### src/rtl/sipo_pkg.sv
// ============================================================================
// Module  : sipo_pkg
// Brief   : Shared types and bit-order constants for the serial link.
// Revision: 1.0 - initial release
// ============================================================================
`default_nettype none

package sipo_pkg;

  typedef enum logic [0:0] {
    IDLE  = 1'b0,
    SHIFT = 1'b1
  } sipo_state_t;

  // Shared with piso so both link ends agree on bit order.
  localparam logic DIR_MSB_FIRST = 1'b0;
  localparam logic DIR_LSB_FIRST = 1'b1;

endpackage

`default_nettype wire

### src/rtl/sipo_shreg.sv
// ============================================================================
// Module  : sipo_shreg
// Brief   : Bidirectional shift register; clr_load starts a fresh word.
// Revision: 1.0 - initial release
// ============================================================================
`default_nettype none

module sipo_shreg
  import sipo_pkg::*;
#(
  parameter int WIDTH = 4
) (
  input  logic             clk,
  input  logic             rst,
  input  logic             en,
  input  logic             clr_load,
  input  logic             dir,
  input  logic             sin,
  output logic [WIDTH-1:0] q
);

  // The first bit enters at the end it shifts away from, so after WIDTH bits
  // it lands in q[WIDTH-1] (MSB first) or q[0] (LSB first).
  always_ff @(posedge clk or posedge rst) begin
    if (rst) begin
      q <= '0;
    end else if (clr_load) begin
      if (dir == DIR_LSB_FIRST)
        q <= {sin, {(WIDTH-1){1'b0}}};
      else
        q <= {{(WIDTH-1){1'b0}}, sin};
    end else if (en) begin
      if (dir == DIR_LSB_FIRST)
        q <= {sin, q[WIDTH-1:1]};
      else
        q <= {q[WIDTH-2:0], sin};
    end
  end

endmodule

`default_nettype wire

### src/rtl/sipo_rx.sv
// ============================================================================
// Module  : sipo_rx
// Brief   : Serial-in/parallel-out receiver with framing-restart detection.
// Revision: 1.0 - initial release
// ============================================================================
`default_nettype none

module sipo_rx
  import sipo_pkg::*;
#(
  parameter int WIDTH = 4
) (
  input  logic             clk,
  input  logic             rst,
  input  logic             sin,
  input  logic             sin_valid,
  input  logic             start,
  input  logic             direction,
  output logic [WIDTH-1:0] dout,
  output logic             dout_valid,
  output logic             busy,
  output logic             frame_err
);

  localparam int CW = $clog2(WIDTH + 1);
  localparam logic [CW-1:0] C_LAST = CW'(WIDTH - 1);

  sipo_state_t      r_state;
  sipo_state_t      w_state_nxt;
  logic [CW-1:0]    r_cnt;
  logic             r_dir_q;
  logic [WIDTH-1:0] r_dout;
  logic             r_dout_valid;
  logic             r_frame_err;

  logic             w_load;
  logic             w_shift;
  logic             w_done;
  logic             w_restart;
  logic             w_dir;
  logic [WIDTH-1:0] w_q;
  logic [WIDTH-1:0] w_word;

  always_ff @(posedge clk or posedge rst) begin
    if (rst) r_state <= IDLE;
    else     r_state <= w_state_nxt;
  end

  // A start always wins, including on the edge carrying the last bit.
  always_comb begin
    w_state_nxt = r_state;
    w_load      = 1'b0;
    w_shift     = 1'b0;
    w_done      = 1'b0;
    w_restart   = 1'b0;
    case (r_state)
      IDLE: begin
        if (sin_valid && start) begin
          w_load      = 1'b1;
          w_state_nxt = SHIFT;
        end
      end
      SHIFT: begin
        if (sin_valid) begin
          if (start) begin
            w_load    = 1'b1;
            w_restart = 1'b1;
          end else if (r_cnt == C_LAST) begin
            w_done      = 1'b1;
            w_state_nxt = IDLE;
          end else begin
            w_shift = 1'b1;
          end
        end
      end
      default: w_state_nxt = IDLE;
    endcase
  end

  assign w_dir = w_load ? direction : r_dir_q;

  sipo_shreg #(
    .WIDTH (WIDTH)
  ) u_shreg (
    .clk      (clk),
    .rst      (rst),
    .en       (w_shift),
    .clr_load (w_load),
    .dir      (w_dir),
    .sin      (sin),
    .q        (w_q)
  );

  // Final bit goes straight into dout rather than through the shift register.
  assign w_word = (r_dir_q == DIR_LSB_FIRST) ? {sin, w_q[WIDTH-1:1]}
                                             : {w_q[WIDTH-2:0], sin};

  always_ff @(posedge clk or posedge rst) begin
    if (rst) begin
      r_cnt        <= '0;
      r_dir_q      <= DIR_MSB_FIRST;
      r_dout       <= '0;
      r_dout_valid <= 1'b0;
      r_frame_err  <= 1'b0;
    end else begin
      r_dout_valid <= w_done;
      r_frame_err  <= w_restart;
      if (w_load) begin
        r_cnt   <= CW'(1);
        r_dir_q <= direction;
      end else if (w_done) begin
        r_cnt  <= '0;
        r_dout <= w_word;
      end else if (w_shift) begin
        r_cnt <= r_cnt + CW'(1);
      end
    end
  end

  assign dout       = r_dout;
  assign dout_valid = r_dout_valid;
  assign frame_err  = r_frame_err;
  assign busy       = (r_state == SHIFT);

endmodule

`default_nettype wire

### config.mk
export PLATFORM = sky130hd
export DESIGN_NAME = sipo_rx
export DESIGN_NICKNAME = d
export VERILOG_FILES = /design/src/rtl/sipo_pkg.sv /design/src/rtl/sipo_shreg.sv /design/src/rtl/sipo_rx.sv
export SDC_FILE = /design/constraint.sdc
export NUM_CORES = 1
export LEC_CHECK = 0
export CAP_MARGIN = 40
export CORE_MARGIN = 5
export CORE_UTILIZATION = 45
export DETAILED_ROUTE_END_ITERATION = 7
export PLACE_DENSITY = 0.79
export SLEW_MARGIN = 10
export SYNTH_ARGS = -nofsm -noshare
export SYNTH_HDL_FRONTEND = slang
export SYNTH_HIERARCHICAL = 1
export SYNTH_SLANG_ARGS = --single-unit
### constraint.sdc
create_clock -name clk -period 1.5 [get_ports clk]
set_input_delay 0.3 -clock clk [delete_from_list [all_inputs] [get_ports clk]]
set_output_delay 0.3 -clock clk [all_outputs]
set_load 0.005 [all_outputs]
==> flow_metrics.env <==
export IMPL_path_class="flip-flop to flip-flop"
export IMPL_routedWlPerCell_um=16.44
export IMPL_drtIter0Drc=9
export IMPL_drc=0
export IMPL_place_area_sq_um=964.7
export IMPL_maxCapViolCount=0
export IMPL_grt_max_degree=12
export IMPL_yosysSeqAreaShare_pct=47.69
export IMPL_ys_types=28
export IMPL_core_area_sq_mm=0.001689
export IMPL_fin_setup_tns_ns=-0.2037
export IMPL_fin_ws_ns=-0.08930
export IMPL_hold_buffers=0
export IMPL_yosysWarnings=6
export IMPL_grt_setup_unrepaired="yes"
export IMPL_min_path_type="primary input to async pin"
export IMPL_status="finished with violations"
export IMPL_finalSetupViolations=5
export IMPL_dp_cells=96
export IMPL_die_area_sq_mm=0.002685
export IMPL_pre_cts_ws_ns=-0.3389
export IMPL_max_freq_ghz=0.6292
export IMPL_fin_cells=105
export IMPL_drtAntennaViolNets=0
export IMPL_period_share_pct=106.0
export IMPL_die_h_um=51.82
export IMPL_postSynthAreaPerCell_sq_um=12.49
export IMPL_final_common_cell="dfrtp_1"
export IMPL_timing_final_crit_period_ns=1.589
export IMPL_final_util_pct=64.22
export IMPL_r2r_end="r_cnt[2]"
export IMPL_critPathLaunchType="flip-flop"
export IMPL_overflow=0
export IMPL_worstPathArrival_ns=1.82
export IMPL_syn_inst=63
export IMPL_synth_seq_cells=15
export IMPL_slew_headroom_pct=68.56
export IMPL_syn_num_nets=71
export IMPL_slew_violations=0
export IMPL_clk_pin_slew_ns=0.09
export IMPL_ir_drop_uv=878.6
export IMPL_rows=15
export IMPL_ctsHtreeMaxLevel=1
export IMPL_clock_skew_ns=0.004376
export IMPL_drive_gt1_share_pct=43.18
export IMPL_tritoncts="yes"
export IMPL_leakagePower_nw=0.4906
export IMPL_clk_insertion_delay_late_ns=0.28
export IMPL_cts_buffers_inserted=3
export IMPL_place_congestion=0.7690
export IMPL_p_per_area_mw_per_mm2=1533
export IMPL_r2r_setup_slack_ns=-0.09
export IMPL_chipWidth_um=51.82
export IMPL_r2r_start="r_cnt[1]"
export IMPL_antenna_cells=0
export IMPL_crit_required_ns=1.73
export IMPL_wirelength_um=1726
export IMPL_antenna_found_initial=0
export IMPL_end_kind="flip-flop"
export IMPL_final_cell_mix="dfrtp_1 (14), clkdlybuf4s50_1 (12), buf_4 (9)"
export IMPL_cts_num_sinks=15
export IMPL_hold_viol=0
export IMPL_io_buffers=12
export IMPL_viasPerCell=5.657
export IMPL_drt_pre_antenna_iters=4
export IMPL_failed_checks="setup timing"
export IMPL_start_util_pct=46.59
export IMPL_grt_pass1_wl_um=2704
export IMPL_syn2layout_area_growth_pct=37.84
export IMPL_grt_util_all_layers_pct=14.03
export IMPL_io_pins=13
export IMPL_syn_area_sq_um=787.0
export IMPL_cp_max_fo=5
export IMPL_clock_path_buffers=2
export IMPL_grt_pass1_vias=577
export IMPL_stdcell_area_sq_mm=0.001085
export IMPL_rr_worst_depth=7
export IMPL_cts_root_buf="clkbuf_4"
export IMPL_final_nets=97
export IMPL_vias=594
export IMPL_tightestPinTransition_ns=0.4712
export IMPL_dp_hpwl_um=1011
-- cell type report --
type | count | area [sq um]
fillers | 141 | 604.3
repair buffers | 25 | 232.7
multi-input cells | 40 | 412.9
well taps | 17 | 21.27
clock buffers | 4 | 26.28
inverters | 4 | 15.01
flip-flops and latches | 15 | 376.6
-- synth_stat cells --
master	count	area share, %
and4b_1	1	1.3
nand4b_1	2	2.2
o21ai_0	1	0.64
nor2_1	2	0.95
inv_1	4	1.9
o21ai_1	1	0.64
mux2i_1	2	2.5
or3b_1	1	1.1
dfrtp_1	15	48
a21o_1	1	0.95
mux2_2	5	7.2
and4bb_2	1	1.6
mux2_4	4	7.6
nor4bb_1	1	1.3
and2_0	1	0.80
buf_6	3	4.3
o221ai_1	1	1.1
o211ai_1	2	1.9
or3b_2	1	1.1
nand2_1	3	1.4
a211o_1	1	1.1
a211oi_1	2	1.9
a22o_1	1	1.1
buf_4	1	0.95
nand2b_1	2	1.6
and3_1	1	0.80
ha_1	2	3.2
o311ai_1	1	1.1
-- routing by layer --
layer | up-vias | share of wire [%] | track usage (%)
met4 | 0 | 2.5 | 10.48
met2 | 17 | 48 | 20.92
li1 | 283 | - | -
met1 | 288 | 46 | 18.43
met3 | 6 | 3.5 | 1.719
met5 | - | 0 | 0
-- per-stage QoR --
stage	power, mW	hold slack [ns]
detailed placement	1.292	0.4843
global route	1.778	0.2194
finish	1.663	0.2158
CTS	1.621	0.2068
floorplan	1.034	0.06608
global placement	1.276	0.4824
-- sequential cells by signal, indices dropped and copies added (netlist names) --
signal,count
busy,1
dout,4
dout_valid,1
frame_err,1
r_cnt,3
r_dir_q,1
u_shreg/q,4
-- power by group --
group          total, mW  switching [mW]  internal (mW)
clock              0.227           0.124          0.103
sequential         0.655           0.113          0.542
combinational      0.781           0.280          0.501
total               1.66           0.517           1.15
-- how the worst max path moves through the flow --
| stage | endpoint | slack (ns) | start | cells past startpoint |
|---|---|---|---|---|
| after detailed placement | u_shreg/q[1] | -0.34 | start | 5 |
| after CTS | u_shreg/q[2] | -0.06 | r_cnt[0] | 6 |
| final | r_cnt[2] | -0.09 | r_cnt[1] | 7 |
| after floorplan | u_shreg/q[3] | -0.05 | r_cnt[0] | 6 |
| after global placement | u_shreg/q[2] | -0.28 | start | 5 |
| after global routing | r_cnt[2] | -0.15 | r_cnt[1] | 7 |
-- cell families (layout without fill, tap and decap cells) --
group | after synthesis | after routing | synth area share [%]
AO/OA/AOI/OAI | 11 | 11 | 10.49
adder cells (fa/ha/maj) | 2 | 2 | 3.179
AND/OR/NAND/NOR | 16 | 16 | 14.15
flip-flops | 15 | 15 | 47.69
buffers and inverters | 8 | 33 | 7.154
multiplexers | 11 | 11 | 17.33
-- critical path: stages (launching register included) --
cell and delay, ns:
dfrtp_1 0.40, ha_2 0.20, ha_4 0.17, and4bb_4 0.35
buf_6 0.12, buf_4 0.10, buf_6 0.08, a22o_1 0.11
-- timing repair --
action / in CTS / in global routing
setup buffers: 3 / 2
gates resized for setup: 9 / 5
endpoints found under the setup margin: 7 / 10
pin swaps: 7 / 3
Note: power is estimated with default switching activity, not from simulation.
